==> src/rtl/hc85_cascade_seq.sv <==
// Time-multiplexes one external 4-bit HC85 comparator over NIB nibbles, LSB nibble first.
// Latency: accept edge, then NIB RUN cycles, then a one-cycle DONE pulse. The next accept is possible one cycle later.
// Backpressure: START is sampled only in IDLE. A request made while busy is dropped and not queued.
// Optional feature macro: CMP_ONEHOT_CHECK_EN (sticky ERR on a non-one-hot comparator result).
module hc85_cascade_seq #(
    parameter int NIB  = 4,
    parameter int IDXW = 4
) (
    input  logic             clk_i,
    input  logic             rst_n_i,
    input  logic             start_i,
    input  logic [4*NIB-1:0] opa_i,
    input  logic [4*NIB-1:0] opb_i,
    output logic             busy_o,
    output logic             done_o,
    output logic             agb_o,
    output logic             asb_o,
    output logic             aeb_o,
    output logic             err_o,
    output logic [3:0]       cmp_a_o,
    output logic [3:0]       cmp_b_o,
    output logic             cmp_iagb_o,
    output logic             cmp_iasb_o,
    output logic             cmp_iaeb_o,
    input  logic             cmp_qagb_i,
    input  logic             cmp_qasb_i,
    input  logic             cmp_qaeb_i
);

    typedef enum logic [1:0] {
        S_IDLE = 2'd0,
        S_RUN  = 2'd1,
        S_DONE = 2'd2
    } state_t;

    localparam logic [IDXW-1:0] LAST_IDX = IDXW'(NIB - 1);

    state_t           state_q;
    logic [IDXW-1:0]  idx_q;
    logic [4*NIB-1:0] opa_q;
    logic [4*NIB-1:0] opb_q;
    logic [2:0]       casc_q;     // {IAGB, IASB, IAEB} fed to the comparator
    logic [2:0]       res_q;      // final {AGB, ASB, AEB}
    logic             busy_q;
    logic             done_q;
    logic [2:0]       q_raw;
    logic [3:0]       nib_a;
    logic [3:0]       nib_b;

    assign q_raw = {cmp_qagb_i, cmp_qasb_i, cmp_qaeb_i};

    // Select the current nibble pair. idx_q and the operand copies freeze outside RUN, so CMP_A/B hold their last value.
    always_comb begin
        nib_a = 4'h0;
        nib_b = 4'h0;
        for (int i = 0; i < NIB; i++) begin
            if (idx_q == IDXW'(i)) begin
                nib_a = opa_q[4*i +: 4];
                nib_b = opb_q[4*i +: 4];
            end
        end
    end

    assign cmp_a_o    = nib_a;
    assign cmp_b_o    = nib_b;
    assign cmp_iagb_o = casc_q[2];
    assign cmp_iasb_o = casc_q[1];
    assign cmp_iaeb_o = casc_q[0];

    assign busy_o = busy_q;
    assign done_o = done_q;
    assign agb_o  = res_q[2];
    assign asb_o  = res_q[1];
    assign aeb_o  = res_q[0];

    // Sequencer FSM.
    // On the last nibble, the comparator result goes to the result register only.
    // casc_q then keeps the cascade value that was in use, so the comparator inputs stay stable in DONE and IDLE.
    always_ff @(posedge clk_i) begin
        if (!rst_n_i) begin
            state_q <= S_IDLE;
            idx_q   <= '0;
            opa_q   <= '0;
            opb_q   <= '0;
            casc_q  <= 3'b001;
            res_q   <= 3'b000;
            busy_q  <= 1'b0;
            done_q  <= 1'b0;
        end else begin
            case (state_q)
                S_IDLE: begin
                    done_q <= 1'b0;
                    if (start_i) begin
                        opa_q   <= opa_i;
                        opb_q   <= opb_i;
                        idx_q   <= '0;
                        casc_q  <= 3'b001;
                        busy_q  <= 1'b1;
                        state_q <= S_RUN;
                    end
                end
                S_RUN: begin
                    if (idx_q == LAST_IDX) begin
                        res_q   <= q_raw;
                        done_q  <= 1'b1;
                        state_q <= S_DONE;
                    end else begin
                        casc_q <= q_raw;
                        idx_q  <= idx_q + IDXW'(1);
                    end
                end
                S_DONE: begin
                    done_q  <= 1'b0;
                    busy_q  <= 1'b0;
                    state_q <= S_IDLE;
                end
                default: begin
                    state_q <= S_IDLE;
                    busy_q  <= 1'b0;
                    done_q  <= 1'b0;
                end
            endcase
        end
    end

`ifdef CMP_ONEHOT_CHECK_EN
    logic err_q;
    logic err_d;

    // A comparator result is legal only when exactly one of the three bits is set.
    always_comb begin
        err_d = err_q;
        if (state_q == S_RUN &&
            !(q_raw == 3'b100 || q_raw == 3'b010 || q_raw == 3'b001)) begin
            err_d = 1'b1;
        end
    end

    // Sticky fault flag. Only reset clears it.
    always_ff @(posedge clk_i) begin
        if (!rst_n_i) begin
            err_q <= 1'b0;
        end else begin
            err_q <= err_d;
        end
    end

    assign err_o = err_q;
`else
    assign err_o = 1'b0;
`endif

endmodule
==> config.mk <==
export PLATFORM = sky130hd
export DESIGN_NAME = hc85_cascade_seq
export DESIGN_NICKNAME = d
export VERILOG_FILES = /design/src/rtl/hc85_cascade_seq.sv
export SDC_FILE = /design/constraint.sdc
export NUM_CORES = 1
export LEC_CHECK = 0
export ABC_AREA = 1
export BUFFER_PORTS_ARGS = -buffer_cell sky130_fd_sc_hd__buf_2
export CORE_AREA = 2 2 77 79
export CTS_BUF_LIST = sky130_fd_sc_hd__clkbuf_4 sky130_fd_sc_hd__clkbuf_8
export CTS_CLUSTER_DIAMETER = 80
export DETAILED_ROUTE_END_ITERATION = 16
export DIE_AREA = 0 0 79 81
export RECOVER_POWER = 50
export SLEW_MARGIN = 40
export SYNTH_ARGS = -nofsm -noshare
export SYNTH_HDL_FRONTEND = slang
export SYNTH_SLANG_ARGS = --single-unit
==> constraint.sdc <==
create_clock -name clk_i -period 1.8 [get_ports clk_i]
set_clock_uncertainty 0.1 [all_clocks]
set_input_delay 0.18 -clock clk_i [delete_from_list [all_inputs] [get_ports clk_i]]
set_output_delay 0.18 -clock clk_i [all_outputs]
set_load 0.05 [all_outputs]
* Word level (Yosys, flattened, before mapping)
Index checks and enable logic that the tools add are counted.
Operators by class: add/sub/neg operators 1, $mul 0, div/mod/pow operators 0, $lt $le $gt $ge 0, equality and inequality tests 7, shifts and indexed selects 0, muxes and demuxes 19, bitwise logic cells 1, reduce and logical (&&, ||, !) cells 9
Operator list (count):
- 4-bit 2-to-1 mux | 10
- 2-bit AND reduction | 5
- 4-bit by 2-bit == test with 1-bit output, second input constant | 2
- 4-bit case mux with 2 select lines | 1
- 3-bit 2-to-1 mux | 2
- 2-bit != test, second input constant | 3
- 3-bit case mux with 2 select lines | 1
- 4-bit by 1-bit adder with 4-bit output, second input constant | 1
- 4-bit by 1-bit == test with 1-bit output, second input constant | 1
- 4-bit zero test | 1
- 2-bit 2-to-1 mux | 2
- 2-bit case mux with 2 select lines | 1
- 3-bit AND reduction | 1
- 2-bit by 1-bit == test with 1-bit output, second input constant | 1
- 2-bit zero test | 1
- 1-bit case mux with 2 select lines | 1
- 2-bit nonzero test | 1
- 1-bit 2-to-1 mux | 1
- 1-bit inverter | 1
Storage, ports and cells: register bits 46, latch bits 0, RAM bits 0, ROM bits 0, input port bits 38, output and inout port bits 17, logic and storage cells 45, memories 0

* Logic depth before layout (Yosys ltp)
Gate-level depths: netlist of run 1.
word-level depth 5, gate-level depth with buffers 8, depth with buffers taken out 7

* Least setup slack after synthesis of run 1
No wires, ideal clock.
kind reg-to-output, start register idx_q[1], end output port cmp_a_o[0], data arrival time 1.504 ns, data required time 1.520 ns, slack 0.016 ns, stages on the path, launching flop included 9, path buffers 1, path through dfxtp_1 -> inv_1 -> ha_1 -> clkbuf_1 -> inv_1 -> nand4_1 -> nand3_1 -> nand2_1 -> nand2_1
Between the ends: longest elaborated chain between the ends 5, elaborated cells between the ends (all ways) 8, classes of those cells 3 x eq/ne; 4 x mux; 1 x reduce/logical
RTL lines:
- start, declared | RTL line 39 | logic [IDXW-1:0] idx_q;
- start signal, assigned | RTL line 109 | idx_q <= idx_q + IDXW'(1);
- 4-bit zero test | RTL line 57 | if (idx_q == IDXW'(i)) begin
- 4-bit 2-to-1 mux (3 in a row) | RTL line 57
- 4-bit 2-to-1 mux * | RTL line 57
- end, declared | RTL line 20 | output logic [3:0] cmp_a_o,
Every way passes the cells marked *; elsewhere a longest branch is shown, timed or not.

* Worst setup path after layout of run 1
start register idx_q[3], end output port cmp_b_o[1]
Between the ends: longest elaborated chain between the ends 5, elaborated cells between the ends (all ways) 8, classes of those cells 3 x eq/ne; 4 x mux; 1 x reduce/logical
RTL lines:
- 4-bit zero test | RTL line 57
- 4-bit 2-to-1 mux (3 in a row) | RTL line 57
- 4-bit 2-to-1 mux * | RTL line 57
- end, declared | RTL line 21 | output logic [3:0] cmp_b_o,
Marked as above.

==> out/qor.yml, run 1 <==
grtUsageTotal_pct: 17.68
tightest_slew_ns: 0.5970
die_y_um: 81
die_w_um: 79
final_util_pct: 50.84
period_needed_ns: 1.880
worstHoldStart: "cmp_qaeb_i"
r2r_start: "idx_q[3]"
n_antenna_cell: 0
drt_iter0_markers: 100
first_pass_iters: 4
slew_violations: 0
dp_cells: 423
grt_max_degree: 43
grt_pass1_vias: 1975
die_area_mm2: 0.006399
p_leak_nw: 1.304
crit_fanout: 5
crit_type: "flip-flop to primary output"
critPathRequiredTime_ns: 1.52
numPortBuffers: 53
period_share_pct: 104.4
grt_pass1_wl_um: 8949
drc: 0
htree_levels: 2
synth_cells: 303
clk_pin_slew_worst_paths_ns: 0.08
violations: "negative setup slack"
drive_gt1_share_pct: 27.87
wl_um: 5372
ys_seq_elements: 46
clock-root-buffer: "clkbuf_8"
max_cap_viol_count: 0
vias_per_cell: 4.771
antenna_found_initial: 0
cts_buffers: 5
gr-total-overflow: 0
wire_per_inst_um: 12.18
insertion_delay_ns: 0.29
outcome: "complete, but fails checks"
crit_path_start_kind: "flip-flop"
power_w: 0.002438
rows: 28
peakVddDrop_mv: 0.5109
hpwl_um: 3607
ys_types: 22
start_util_pct: 36.82
slew_headroom_pct: 60.37
ant_nets: 0
setup_ws_ns: -0.07998
crit_arrival_ns: 1.60
fmax_mhz: 531.9
seq_area_um2: 932.1
finalNonFillerCells: 441
avgSynthCellArea_um2: 6.896
io_pins: 55
nets: 408
syn2layout_area_growth_pct: 38.08
hold_class: "primary input to flip-flop"
fillers: 590
postCtsHoldBufs: 0
crit_start: "idx_q[3]"
rsz0062_at_grt: "true"
synth_area_mm2: 0.002090
cts_num_sinks: 46
setup_violations: 8
hold_violations: 0
cts_buffer_depth: 2
synth-seq-area-share_pct: 44.07
power.density_mw_per_mm2: 845.0
place.gp.congestion: 0.8722
yosysWarnings: 0
synthesis.nets: 345
vias: 2104
end_kind: "primary output"
core_area_mm2: 0.005675
cts_tree: "yes"
multiInputGateArea_mm2: 0.001097
-- cell usage after synthesis, drive strengths merged --
library cell / instances / share of area (%)
nand3b: 2 / 0.72
nor2: 80 / 15
buf: 9 / 2.7
clkbuf: 9 / 1.6
conb: 1 / 0.18
dfxtp: 46 / 44
a21oi: 4 / 0.96
nand3: 28 / 6.7
o21ai: 43 / 10
nor3: 2 / 0.72
ha: 4 / 2.4
nand2: 43 / 8.0
nand4: 9 / 2.7
inv: 23 / 4.1
-- through the flow --
stage          worst slack, ns  cell area, um^2  hold slack (ns)  TNS, ns
6_report              -0.07998             2885          0.01327  -0.4713
5_1_grt                -0.1433             2885          0.01289   -1.094
4_1_cts               -0.03126             2814         0.005944  -0.1618
3_5_place_dp           0.03423             2461           0.3146        0
3_3_place_gp           0.02539             2461           0.3080        0
2_1_floorplan          0.01619             2090           0.1831        0
-- routing by layer --
layer	routed length (um)	up-vias	track usage [%]
li1	-	1101	-
met1	2375	946	22.23
met2	2629	51	29.66
met3	302	6	4.333
met4	65	0	6.207
met5	0	-	0
-- placed cells by master, fill, tap and decap left out, types with 2 or more instances in the layout --
cell and count:
a21oi_1 4, buf_12 4, buf_2 37, buf_4 7
buf_6 11, buf_8 3, clkbuf_1 8, clkbuf_2 2
clkbuf_4 2, clkbuf_8 5, dfxtp_1 43, dfxtp_4 3
ha_4 4, inv_1 17, inv_4 3, nand2_1 37
nand2_2 4, nand2_4 2, nand3_1 24, nand3_2 4
nand3b_1 2, nand4_1 9, nor2_1 78, o21ai_0 32
o21ai_1 7, o21ai_2 4
-- layout make-up --
type / instances / share of cell area, %
repair buffers: 74 / 20.08
multi-input cells: 216 / 38.03
well taps: 75 / 3.252
flip-flops and latches: 46 / 32.31
inverters: 23 / 3.426
clock buffers: 7 / 2.905
-- state kept, by name, summed over array words and instances, names as in the netlist --
| name | count |
|---|---|
| busy_o | 1 |
| casc_q | 3 |
| done_o | 1 |
| idx_q | 4 |
| opa_q | 16 |
| opb_q | 16 |
| res_q | 3 |
| state_q | 2 |
-- worst max-delay path, stage by stage (launching register included) --
cell and delay (ns):
dfxtp_4 0.37, nor2_4 0.18, buf_4 0.15, nand2_4 0.08
buf_6 0.13, o21ai_1 0.06, inv_1 0.05, nand2_1 0.08
nand2_1 0.07, buf_6 0.15
-- logic make-up after synthesis --
logic type | synth area share (%)
buf+inv | 8.443
flops | 44.07
compound gates | 11.26
fa+ha+maj | 2.395
simple gates | 33.65
other cells | 0.1795
-- timing repair --
| item | 4_1_cts | 5_1_grt |
|---|---|---|
| resized for setup | 54 | 12 |
| gates cloned | 1 | 1 |
| buffers inserted | 6 | 3 |
| pin swaps | 15 | 8 |
| endpoints found under the setup margin | 8 | 8 |
-- power breakdown --
group / switching [W] / leakage [nW] / internal, W
logic: 0.000417 / 0.877 / 0.000266
clock network: 0.000315 / 0.0452 / 0.000298
registers: 0.0000506 / 0.382 / 0.00109
-- final timing paths --
kind,end,slack [ns],cells after the start
worst max-delay path,cmp_b_o[1],-0.08,9
worst min-delay path,res_q[0],0.01,3
worst max register to register,casc_q[2],0.23,9
worst min register to register,res_q[0],0.37,2
Power figures use the tool's default switching activity.
==> inputs of run 2 (changes only) <==
--- a/config.mk
+++ b/config.mk
@@ -17,3 +17,4 @@
 export SYNTH_ARGS = -nofsm -noshare
 export SYNTH_HDL_FRONTEND = slang
 export SYNTH_SLANG_ARGS = --single-unit
+export TNS_END_PERCENT = 30
==> out/qor.yml, run 2 (same netlist as run 1, synthesis figures left out) <==
outcome: "complete, but fails checks"
violations: "negative setup slack"
rows: 28  # unchanged
io_pins: 55  # unchanged
setup_violations: 8  # unchanged
numPortBuffers: 53  # unchanged
cp_cell_sequence: "nor2_4, buf_4, nand2_4, buf_6, o21ai_1, inv_1, nand2_1, nand2_1, buf_6"
cts_buffer_depth: 2  # unchanged
die_w_um: 79  # unchanged
slew_violations: 0  # unchanged
power.density_mw_per_mm2: 848.5  # +0.42%
grtUsageTotal_pct: 17.80  # +0.12 points
max_cap_viol_count: 0  # unchanged
ant_nets: 0  # unchanged
drc: 0  # unchanged
cp_num_buf_inv: 4  # unchanged
htree_levels: 2  # unchanged
largestRegisters: "opa_q x16, opb_q x16, idx_q x4"
drive_gt1_share_pct: 26.78  # -1.1 points
start_util_pct: 36.82  # unchanged
crit_arrival_ns: 1.60  # about the same
cts_tree: "yes"
postCtsHoldBufs: 0  # unchanged
fmax_mhz: 532.0  # about the same
fin_tns_setup_ns: -0.4203  # +0.05091 ns
n_antenna_cell: 0  # unchanged
place.gp.congestion: 0.8722  # unchanged
hold_class: "primary input to flip-flop"
grt_pass1_vias: 1992  # +0.86%
die_area_mm2: 0.006399  # unchanged
clock-root-buffer: "clkbuf_8"
hold_violations: 0  # unchanged
tightest_slew_ns: 0.5970  # +0.0000001192 ns
rsz0062_at_grt: "true"
crit_fanout: 5  # unchanged
die_y_um: 81  # unchanged
vias_per_cell: 4.810  # +0.81%
crit_path_start_kind: "flip-flop"
core_area_mm2: 0.005675  # unchanged
vias: 2121  # +0.81%
setup_ws_ns: -0.07958  # +0.0003915 ns
hpwl_um: 3607  # unchanged
syn2layout_area_growth_pct: 37.01
cp_slowest_cell: "dfxtp_4"
post-place-ws_ns: 0.03423  # unchanged
wl_um: 5370  # about the same
insertion_delay_ns: 0.29  # about the same
p_leak_nw: 1.291  # -1.0%
grt_max_degree: 43  # unchanged
cts_num_sinks: 46  # unchanged
slew_headroom_pct: 60.37  # unchanged
clk_pin_slew_worst_paths_ns: 0.08  # about the same
antenna_found_initial: 0  # unchanged
drt_iter0_markers: 94  # -6.0%
cts_buffers: 5  # unchanged
mostFrequentLayoutCells: "nor2_1 (78), dfxtp_1 (43), nand2_1 (37), buf_2 (37), o21ai_0 (32)"
gr-total-overflow: 0  # unchanged
first_pass_iters: 4  # unchanged
period_share_pct: 104.4  # about the same
slowest_delay_ns: 0.37  # about the same
fillers: 595  # +0.85%
grt_pass1_wl_um: 9011  # +0.69%
end_kind: "primary output"
layout_commonest_cell: "nor2_1"
wire_per_inst_um: 12.18  # about the same
period_needed_ns: 1.880  # -0.0003915 ns
peakVddDrop_mv: 0.5134  # +0.50%
cp_top_family: "buffers and inverters"
critPathRequiredTime_ns: 1.52  # about the same
crit_type: "flip-flop to primary output"
nets: 408  # unchanged
## run 2: path summary, 6_finish.rpt
kind | start | endpoint | slack (ns) | cells past startpoint
setup reg to reg | idx_q[3] | casc_q[2] | 0.24 | 9
hold reg to reg | res_q[0] | res_q[0] | 0.37 | 2
setup / recovery | idx_q[3] | cmp_a_o[3] | -0.08 | 9
hold / removal | cmp_qaeb_i | res_q[0] | 0.01 | 3
## run 2: repair_timing
| item | CTS | global route |
|---|---|---|
| gates cloned | 1 | 1 |
| resized for setup | 53 | 7 |
| buffers inserted | 6 | 3 |
| setup endpoints to repair | 8 | 8 |
| pin swaps | 14 | 5 |
## run 2: routing by layer
metal | routed length (um) | up-vias | global-route usage, %
li1 | - | 1102 | -
met4 | 78 | 0 | 6.897
met5 | 0 | - | 0
met1 | 2392 | 962 | 22.44
met2 | 2607 | 51 | 29.58
met3 | 291 | 6 | 4.222
## run 2: worst reg2reg max path, cell delays in order (launching register included)
cell and delay, ns:
dfxtp_4 0.37, nor2_4 0.17, buf_4 0.15, nand2_4 0.08, buf_4 0.15, nand2_2 0.14
nand2_1 0.13, inv_2 0.10, nor2_1 0.04, nor2_1 0.09
## run 2: final cells by class
type	instances	area (um^2)	share of cell area, %
inverter	23	96.34	3.365
sequential	46	932.1	32.56
timing repair buffer	74	575.6	20.10
clock buffer	7	83.83	2.928
tap	75	93.84	3.278
multi-input combinational	216	1081	37.76
## run 2: where the power goes
group          switching (W)  internal, W  leakage (nW)
Clock               0.000313     0.000298        0.0452
Sequential         0.0000492      0.00109         0.382
Combinational       0.000415     0.000262         0.864
## run 2: through the flow
step           utilization [%]  cells  area (um^2)  total power [W]  hold WS (ns)
2_1_floorplan                -    303         2090         0.001560        0.1831
3_3_place_gp             43.36    423         2461         0.001720        0.3080
3_5_place_dp             43.36    423         2461         0.001726        0.3146
4_1_cts                  49.49    437         2809         0.002452      0.005944
5_1_grt                  50.44    441         2863         0.002576       0.01289
6_report                 50.44    441         2863         0.002429       0.01189
